===== config.mk =====
export PLATFORM = sky130hd
export DESIGN_NAME = mkio_rt_core
export DESIGN_NICKNAME = d
export VERILOG_FILES = /design/src/rtl/mkio_rt_core.sv
export SDC_FILE = /design/constraint.sdc
export NUM_CORES = 1
export LEC_CHECK = 0
export ABC_AREA = 1
export BUFFER_PORTS_ARGS = -buffer_cell sky130_fd_sc_hd__buf_2
export CAP_MARGIN = 20
export CORE_UTILIZATION = 46
export DETAILED_ROUTE_END_ITERATION = 7
export PLACE_DENSITY = 0.78
export REMOVE_ABC_BUFFERS = 1
export SKIP_LAST_GASP = 1
export SYNTH_ARGS = -nofsm -noshare
export SYNTH_HDL_FRONTEND = slang
export SYNTH_SLANG_ARGS = --single-unit

===== constraint.sdc =====
create_clock -name clk -period 6.26 [get_ports clk]
set_input_delay 0.939 -clock clk [delete_from_list [all_inputs] [get_ports clk]]
set_output_delay 0.939 -clock clk [all_outputs]
set_load 0.1 [all_outputs]

===== src/rtl/mkio_rt_core.sv =====
// mkio_rt_core: MKIO remote-terminal message engine; define MKIO_BCAST_EN to accept broadcast address 31
module mkio_rt_core #(
  parameter logic [4:0]  ADDRESS    = 5'd1,
  parameter int          NUM_SA     = 4,
  parameter logic [7:0]  STATUS_GAP = 8'd4,
  parameter logic [15:0] TIMEOUT    = 16'd1000,
  localparam int         PW         = NUM_SA > 1 ? $clog2(NUM_SA) : 1,
  localparam int         AW         = PW + 5
) (
  input  logic          clk,
  input  logic          reset,
  input  logic          rx_done,
  input  logic [15:0]   rx_data,
  input  logic          rx_cd,
  input  logic          p_error,
  output logic [15:0]   tx_data,
  output logic          tx_cd,
  output logic          tx_ready,
  input  logic          tx_busy,
  output logic [AW-1:0] mem_addr,
  output logic [15:0]   mem_wdata,
  output logic          mem_we,
  input  logic [15:0]   mem_rdata,
  output logic          busy,
  output logic          msg_done,
  output logic          msg_err
);
`ifdef MKIO_BCAST_EN
  localparam logic BCAST = 1'b1;
`else
  localparam logic BCAST = 1'b0;
`endif
  typedef enum logic [3:0] {IDLE, DECODE, RX_WAIT, RX_SAVE, GAP, SEND_STATUS, ST_WAIT, TX_FETCH, TX_SEND, TX_WAIT, DONE} state_t;
  state_t state;
  logic [10:0] cmd;
  logic [4:0] cnt, sa, last;
  logic [7:0] gcnt;
  logic [15:0] tmo;
  logic [PW-1:0] page;
  logic pend, bc, fph, tr, mode, ill, bc_addr, hit;
  always_comb begin
    tr = cmd[10];
    sa = cmd[9:5];
    last = cmd[4:0] - 5'd1;
    page = PW'(sa - 5'd1);
    mode = sa == 5'd0 || sa == 5'd31;
    ill = !mode && int'(sa) > NUM_SA;
    bc_addr = BCAST && rx_data[15:11] == 5'd31;
    hit = rx_done && rx_cd && !p_error && (rx_data[15:11] == ADDRESS || bc_addr);
  end
  always_ff @(posedge clk or posedge reset) begin
    if (reset) begin
      state <= IDLE;
      cmd <= '0;
      cnt <= '0;
      gcnt <= '0;
      tmo <= '0;
      pend <= 1'b0;
      bc <= 1'b0;
      fph <= 1'b0;
      tx_data <= '0;
      tx_cd <= 1'b0;
      tx_ready <= 1'b0;
      mem_addr <= '0;
      mem_wdata <= '0;
      mem_we <= 1'b0;
      busy <= 1'b0;
      msg_done <= 1'b0;
      msg_err <= 1'b0;
    end else begin
      mem_we <= 1'b0;
      msg_done <= 1'b0;
      if (hit && (state == IDLE || state == RX_WAIT)) begin
        cmd <= rx_data[10:0];
        bc <= bc_addr;
      end
      case (state)
        IDLE: if (hit || pend) begin
          pend <= 1'b0;
          state <= DECODE;
        end
        DECODE: begin
          busy <= 1'b1;
          msg_err <= ill || (bc && tr);
          cnt <= '0;
          gcnt <= '0;
          tmo <= '0;
          state <= bc && tr ? DONE : !tr && !mode ? RX_WAIT : bc ? DONE : GAP;
        end
        RX_WAIT: begin
          if (rx_done && rx_cd) begin
            pend <= hit;
            busy <= 1'b0;
            state <= IDLE;
          end else if (rx_done) begin
            mem_we <= !ill;
            mem_addr <= {page, cnt};
            mem_wdata <= rx_data;
            msg_err <= msg_err | p_error;
            state <= RX_SAVE;
          end else if (tmo == TIMEOUT - 16'd1) begin
            msg_err <= 1'b1;
            busy <= 1'b0;
            state <= IDLE;
          end else tmo <= tmo + 16'd1;
        end
        RX_SAVE: begin
          if (cnt == last) state <= bc ? DONE : GAP;
          else begin
            cnt <= cnt + 5'd1;
            tmo <= '0;
            state <= RX_WAIT;
          end
        end
        GAP: begin
          if (gcnt + 8'd1 >= STATUS_GAP) begin
            tx_data <= {ADDRESS, msg_err, 10'd0};
            tx_cd <= 1'b1;
            tx_ready <= 1'b1;
            state <= SEND_STATUS;
          end else gcnt <= gcnt + 8'd1;
        end
        SEND_STATUS, TX_SEND: if (tx_busy) begin
          tx_ready <= 1'b0;
          state <= state == SEND_STATUS ? ST_WAIT : TX_WAIT;
        end
        ST_WAIT: if (!tx_busy) begin
          if (tr && !ill && !mode) begin
            mem_addr <= {page, cnt};
            fph <= 1'b0;
            state <= TX_FETCH;
          end else state <= DONE;
        end
        TX_FETCH: begin
          fph <= 1'b1;
          if (fph) begin
            tx_data <= mem_rdata;
            tx_cd <= 1'b0;
            tx_ready <= 1'b1;
            state <= TX_SEND;
          end
        end
        TX_WAIT: if (!tx_busy) begin
          if (cnt == last) state <= DONE;
          else begin
            cnt <= cnt + 5'd1;
            mem_addr <= {page, cnt + 5'd1};
            fph <= 1'b0;
            state <= TX_FETCH;
          end
        end
        DONE: begin
          busy <= 1'b0;
          msg_done <= 1'b1;
          state <= IDLE;
        end
        default: state <= IDLE;
      endcase
    end
  end
endmodule


* Yosys cells after proc, flatten, opt, wreduce, memory -nomap -nowiden *
Cells that the tools add are included.
Widths: inputs -> output; s select.

storage, ports and cells
  register bits = 91
  bits in latches = 0
  memory bits (writable) = 0
  memory bits (read-only) = 0
  input port bits = 38
  output and inout port bits = 45
  logic and storage cells = 159
  memories = 0

cells by class
  add/subtract/negate cells = 5
  multipliers = 0
  div/mod/pow operators = 0
  $lt $le $gt $ge = 2
  eq/ne operators = 33
  shifts and indexed selects = 0
  mux-type cells = 61
  bitwise operators = 2
  reduce and logical (&&, ||, !) cells = 40

operators by type and width
  kind                   count
  $mux 16                6
  $mux 4                 12
  $pmux 16 s3            1
  $mux 7                 6
  $pmux 4 s9             1
  $pmux 16 s2            1
  $ne 2x2->1 const B     13
  $pmux 7 s3             1
  $mux 1                 20
  $reduce_bool 3->1      6
  $add 16x1->16 const B  1
  $eq 16x10->1 const B   1
  $eq 4x3->1 const B     4
  $pmux 8 s2             1
  $pmux 5 s3             1
  $reduce_and 3->1       5
  $reduce_and 7->1       2
  $eq 4x4->1 const B     3
  $mux 5                 2
  $reduce_and 5->1       2
  $pmux 1 s3             3
  $add 8x1->8 const B    1
  $eq 4x2->1 const B     2
  $ge 8x3->1 const B     1
  26 further kinds       47

* Depth between registers and ports, before layout *
  depth after elaboration = 10
  depth in mapped cells = 12
  mapped depth without buffers = 12

* Worst setup path after synthesis *
OpenSTA, ideal clock, no wires.

  path kind = input to register
  start point = input port rx_done
  end point = register cmd[2]
  setup time = 130 ps
  arrival = 1757 ps
  data required time = 6130 ps
  slack = 4373 ps
  stages on the path = 7
  path buffers = 1
  cell sequence = nand2_1 -> inv_1 -> nand4_1 -> or2_2 -> buf_2 -> nand2_1 -> o21ai_0

between the ends
  longest elaborated chain between the ends = 4

RTL lines
  item                            RTL line  RTL
  from (decl)                     12        input logic rx_done,
  $logic_and 1x1->1 (3 in a row)  49        hit = rx_done && rx_cd && !p_error && (rx_data[15:11] == ADDRESS || bc_addr);
  $logic_and 1x1->1               73        if (hit && (state == IDLE || state == RX_WAIT)) begin
  to (signal assigned)            74        cmd <= rx_data[10:0];
  to (decl)                       35        logic [10:0] cmd;

Every way passes these cells.
A chain may end at the register's enable or synchronous reset.

* Worst setup path in the final report *
  start point = register msg_err
  end point = output port msg_err

RTL lines
  item                    RTL line  RTL
  from (decl)             26        output logic msg_err
  from (signal assigned)  84        msg_err <= ill || (bc && tr);
  from (signal assigned)  99        msg_err <= msg_err | p_error;

No word-level cell between the ends.

==> results by group <==
Place
  • DP HPWL: 7.63 mm
  • Post-DP Area: 5390 sq um
  • Post-place setup slack: 4.05 ns
  • IO Port Bufs: 82
  • Routability cong.: 0.929

Worst hold path
  • Worst hold start: mem_wdata[12]$_DFFE_PP0P_
  • WHS Endpoint: mem_wdata[12]$_DFFE_PP0P_
  • Hold Path Cell Cnt: 2
  • Worst Hold Class: reg2reg

Run status
  • Run status: finished clean

Critical path
  • Setup CP Type: reg2out
  • CP max stage cell: buf_2
  • Crit-path cells: buf_2
  • Worst EP required: 5.32 ns
  • Reg2Reg Depth: 11
  • Crit path largest cell delay: 0.47 ns
  • CP Data Arrival Time: 1.29 ns
  • Delay-heaviest family, CP: buffers and inverters
  • WP buf/inv: 1
  • FF-to-FF End: tmo[2]$_DFFE_PP0P_
  • Crit-path max FO: 4
  • Setup crit start kind: flip-flop
  • Worst r2r src: cmd[0]$_DFFE_PP0P_
  • Reg2Reg Setup Slack: 4.07 ns
  • Worst Setup End Kind: primary output

Die
  • Die Span X: 105 um
  • Die area: 11100 sq um
  • Core ar.: 10300 sq um
  • Top-Level Pins: 83
  • Height of the die: 105 um
  • Starting density of the core: 0.475
  • Num rows: 37

Clock tree
  • Hold-fix buffers, CTS: 0
  • Total CTS buffers: 9
  • Clk sinks: 91
  • Clock transition at path regs: 0.08 ns
  • Setup bufs post-CTS: 0
  • Cts repair resizes: 0
  • H-tree depth: 3
  • CTS tree: done
  • Root buffer cell: clkbuf_8
  • Worst-Skew Late Latency: 0.37 ns
  • Maximum clock path buffer count: 2

Global route
  • GRT overflow: 0
  • Largest net degree at the start of global routing: 69
  • First-pass GRT wire length: 17.7 mm
  • Vias in the first global route: 3945
  • Overall Global Routing Usage: 0.200
  • Initial antenna violation count: 0

Pwr
  • VDD IR-drop max: 0.000465 V
  • Pwr/cell area: 514 nW/um^2
  • Combinational fraction of design power: 0.572
  • Switch share: 0.579
  • Power share of the clock group: 0.138
  • Pint: 1.21 mW
  • Psw: 1.66 mW
  • Reg power frac: 0.291
  • Leakage: 2.86 nW
  • Total Power: 2.87 mW

Drt
  • DRT Wirelength: 10.3 mm
  • Starting DRT DRC Count: 163
  • Post-route DRC: 0
  • Vias: 4037
  • Antenna Nets Post-Route: 0
  • Post-DR vias/cell: 4.92
  • Routed len/inst: 12.5 um
  • Drt pass-1 iters: 4

Timing
  • Setup TNS: 0 ns
  • Max-slew violation count: 0
  • Worst-margin pin slew: 0.847 ns
  • RSZ-0062 raised after global routing: no
  • Final Hold Fails: 0
  • Period utilization: 0.357
  • PnR worst setup slack: 4.03 ns
  • Tmin final: 2.23 ns
  • Setup violators final: 0
  • Worst slew margin: 0.436
  • Fin Clk Skew: 0.0121 ns
  • Fmax achieved: 448 MHz

Synthesis
  • Post-Syn Instances: 600
  • Async SR Flop Fraction: 1.00
  • Post-synth EDFFs: 0
  • Distinct cells, synth: 41
  • Synth Cell Area: 4910 sq um
  • Avg Cell Area, Syn: 8.18 sq um
  • Seq/Total Area, Yosys: 0.464
  • Synth Flop Type: dfrtp_1
  • Yosys warns: 0
  • Yosys reg bits: 91

Final layout
  • Fill cells: 971
  • NumNets Final: 724
  • Design Area, Final: 5580 sq um
  • Area delta synth->final: 13.8%
  • Layout cell share with drive strength beyond 1: 0.234
  • Diodes inserted: 0

Flow run
  • Max-Cap Viols: 0
-- stage by stage --
stage | utilization | instances | hold slack, ns
2_1_floorplan | - | 586 | 0.470
3_5_place_dp | 0.522 | 805 | 0.460
3_3_place_gp | 0.522 | 805 | 0.455
5_1_grt | 0.541 | 821 | 0.505
6_report | 0.541 | 821 | 0.477
4_1_cts | 0.541 | 821 | 0.482
-- cell usage in the layout (no fill, tap or decap), drive strengths merged --
cell type / n
clkinv: 2
o211ai: 1
and3: 1
dfrtp: 91
xnor2: 8
o22ai: 1
o21ai: 81
a21oi: 6
o21bai: 1
nand4: 9
nand2: 167
nand3b: 1
ha: 6
clkinvlp: 2
nor2: 62
o31ai: 1
nor3: 11
inv: 75
nand3: 35
buf: 83
clkbuf: 12
mux2i: 4
a31o: 2
or2: 12
xor2: 11
-- kinds of logic (layout without fill, tap and decap cells) --
family,count (synthesis),after routing,synth area share
simple gates,298,298,0.285
compound gates,93,93,0.113
flops,91,91,0.464
buf+inv,89,174,0.0805
xor+xnor,19,19,0.0339
fa+ha+maj,6,6,0.0153
mux,4,4,0.00816
-- cell usage after synthesis, drive strengths merged (2+ instances only) --
| library cell | n | share of area |
|---|---|---|
| o21ai | 81 | 0.098 |
| buf | 11 | 0.020 |
| nor2 | 62 | 0.059 |
| a21oi | 6 | 0.0061 |
| mux2i | 4 | 0.0082 |
| clkbuf | 3 | 0.0023 |
| or2 | 12 | 0.016 |
| dfrtp | 91 | 0.46 |
| inv | 75 | 0.058 |
| ha | 6 | 0.015 |
| nand3 | 35 | 0.045 |
| nor3 | 11 | 0.013 |
| xor2 | 11 | 0.020 |
| xnor2 | 8 | 0.014 |
| nand2 | 167 | 0.13 |
| a31o | 2 | 0.0036 |
| nand4 | 9 | 0.015 |
-- area by class of cell --
| class | count | area, sq um | area share |
|---|---|---|---|
| flip-flops and latches | 91 | 2280 | 0.408 |
| multi-input cells | 420 | 2240 | 0.400 |
| repair buffers | 83 | 418 | 0.0748 |
| inverters | 75 | 285 | 0.0511 |
| well taps | 136 | 170 | 0.0305 |
| clock buffers | 12 | 165 | 0.0296 |
| clock inverters | 4 | 32.5 | 0.00583 |
-- per-layer routing --
| layer | vias to the layer above | GRT usage | share of wire |
|---|---|---|---|
| met5 | - | 0 | 0 |
| li1 | 2069 | - | - |
| met1 | 1860 | 0.251 | 0.45 |
| met2 | 85 | 0.332 | 0.49 |
| met3 | 23 | 0.0303 | 0.038 |
| met4 | 0 | 0.105 | 0.023 |
-- registers in the layout, summed over array words and instances, names as in the netlist, 4 cells and up --
name       count
tx_data       16
cmd           11
mem_addr       7
tmo           16
gcnt           8
mem_wdata     16
state          4
cnt            5
-- power groups by stage --
stage | combinational (mW) | sequential, mW | clock, mW
after global placement | 1.62 | 0.839 | 0
after detailed placement | 1.65 | 0.843 | 0
final | 1.64 | 0.833 | 0.395
after floorplan | 0.520 | 1.69 | 0
after global routing | 1.75 | 0.855 | 0.427
after CTS | 1.65 | 0.834 | 0.405
-- how the worst max path moves through the flow --
stage,depth (start not counted),slack [ns],start,endpoint
2_1_floorplan,1,2.96,reset,busy$_DFFE_PP0P_
3_3_place_gp,3,4.08,reset,mem_wdata[12]$_DFFE_PP0P_
3_5_place_dp,3,4.05,reset,mem_wdata[7]$_DFFE_PP0P_
4_1_cts,1,3.99,msg_err$_DFFE_PP0P_,msg_err
5_1_grt,9,3.76,cmd[0]$_DFFE_PP0P_,tmo[15]$_DFFE_PP0P_
6_report,1,4.03,msg_err$_DFFE_PP0P_,msg_err
No activity file was read; power rests on OpenSTA's default activity.
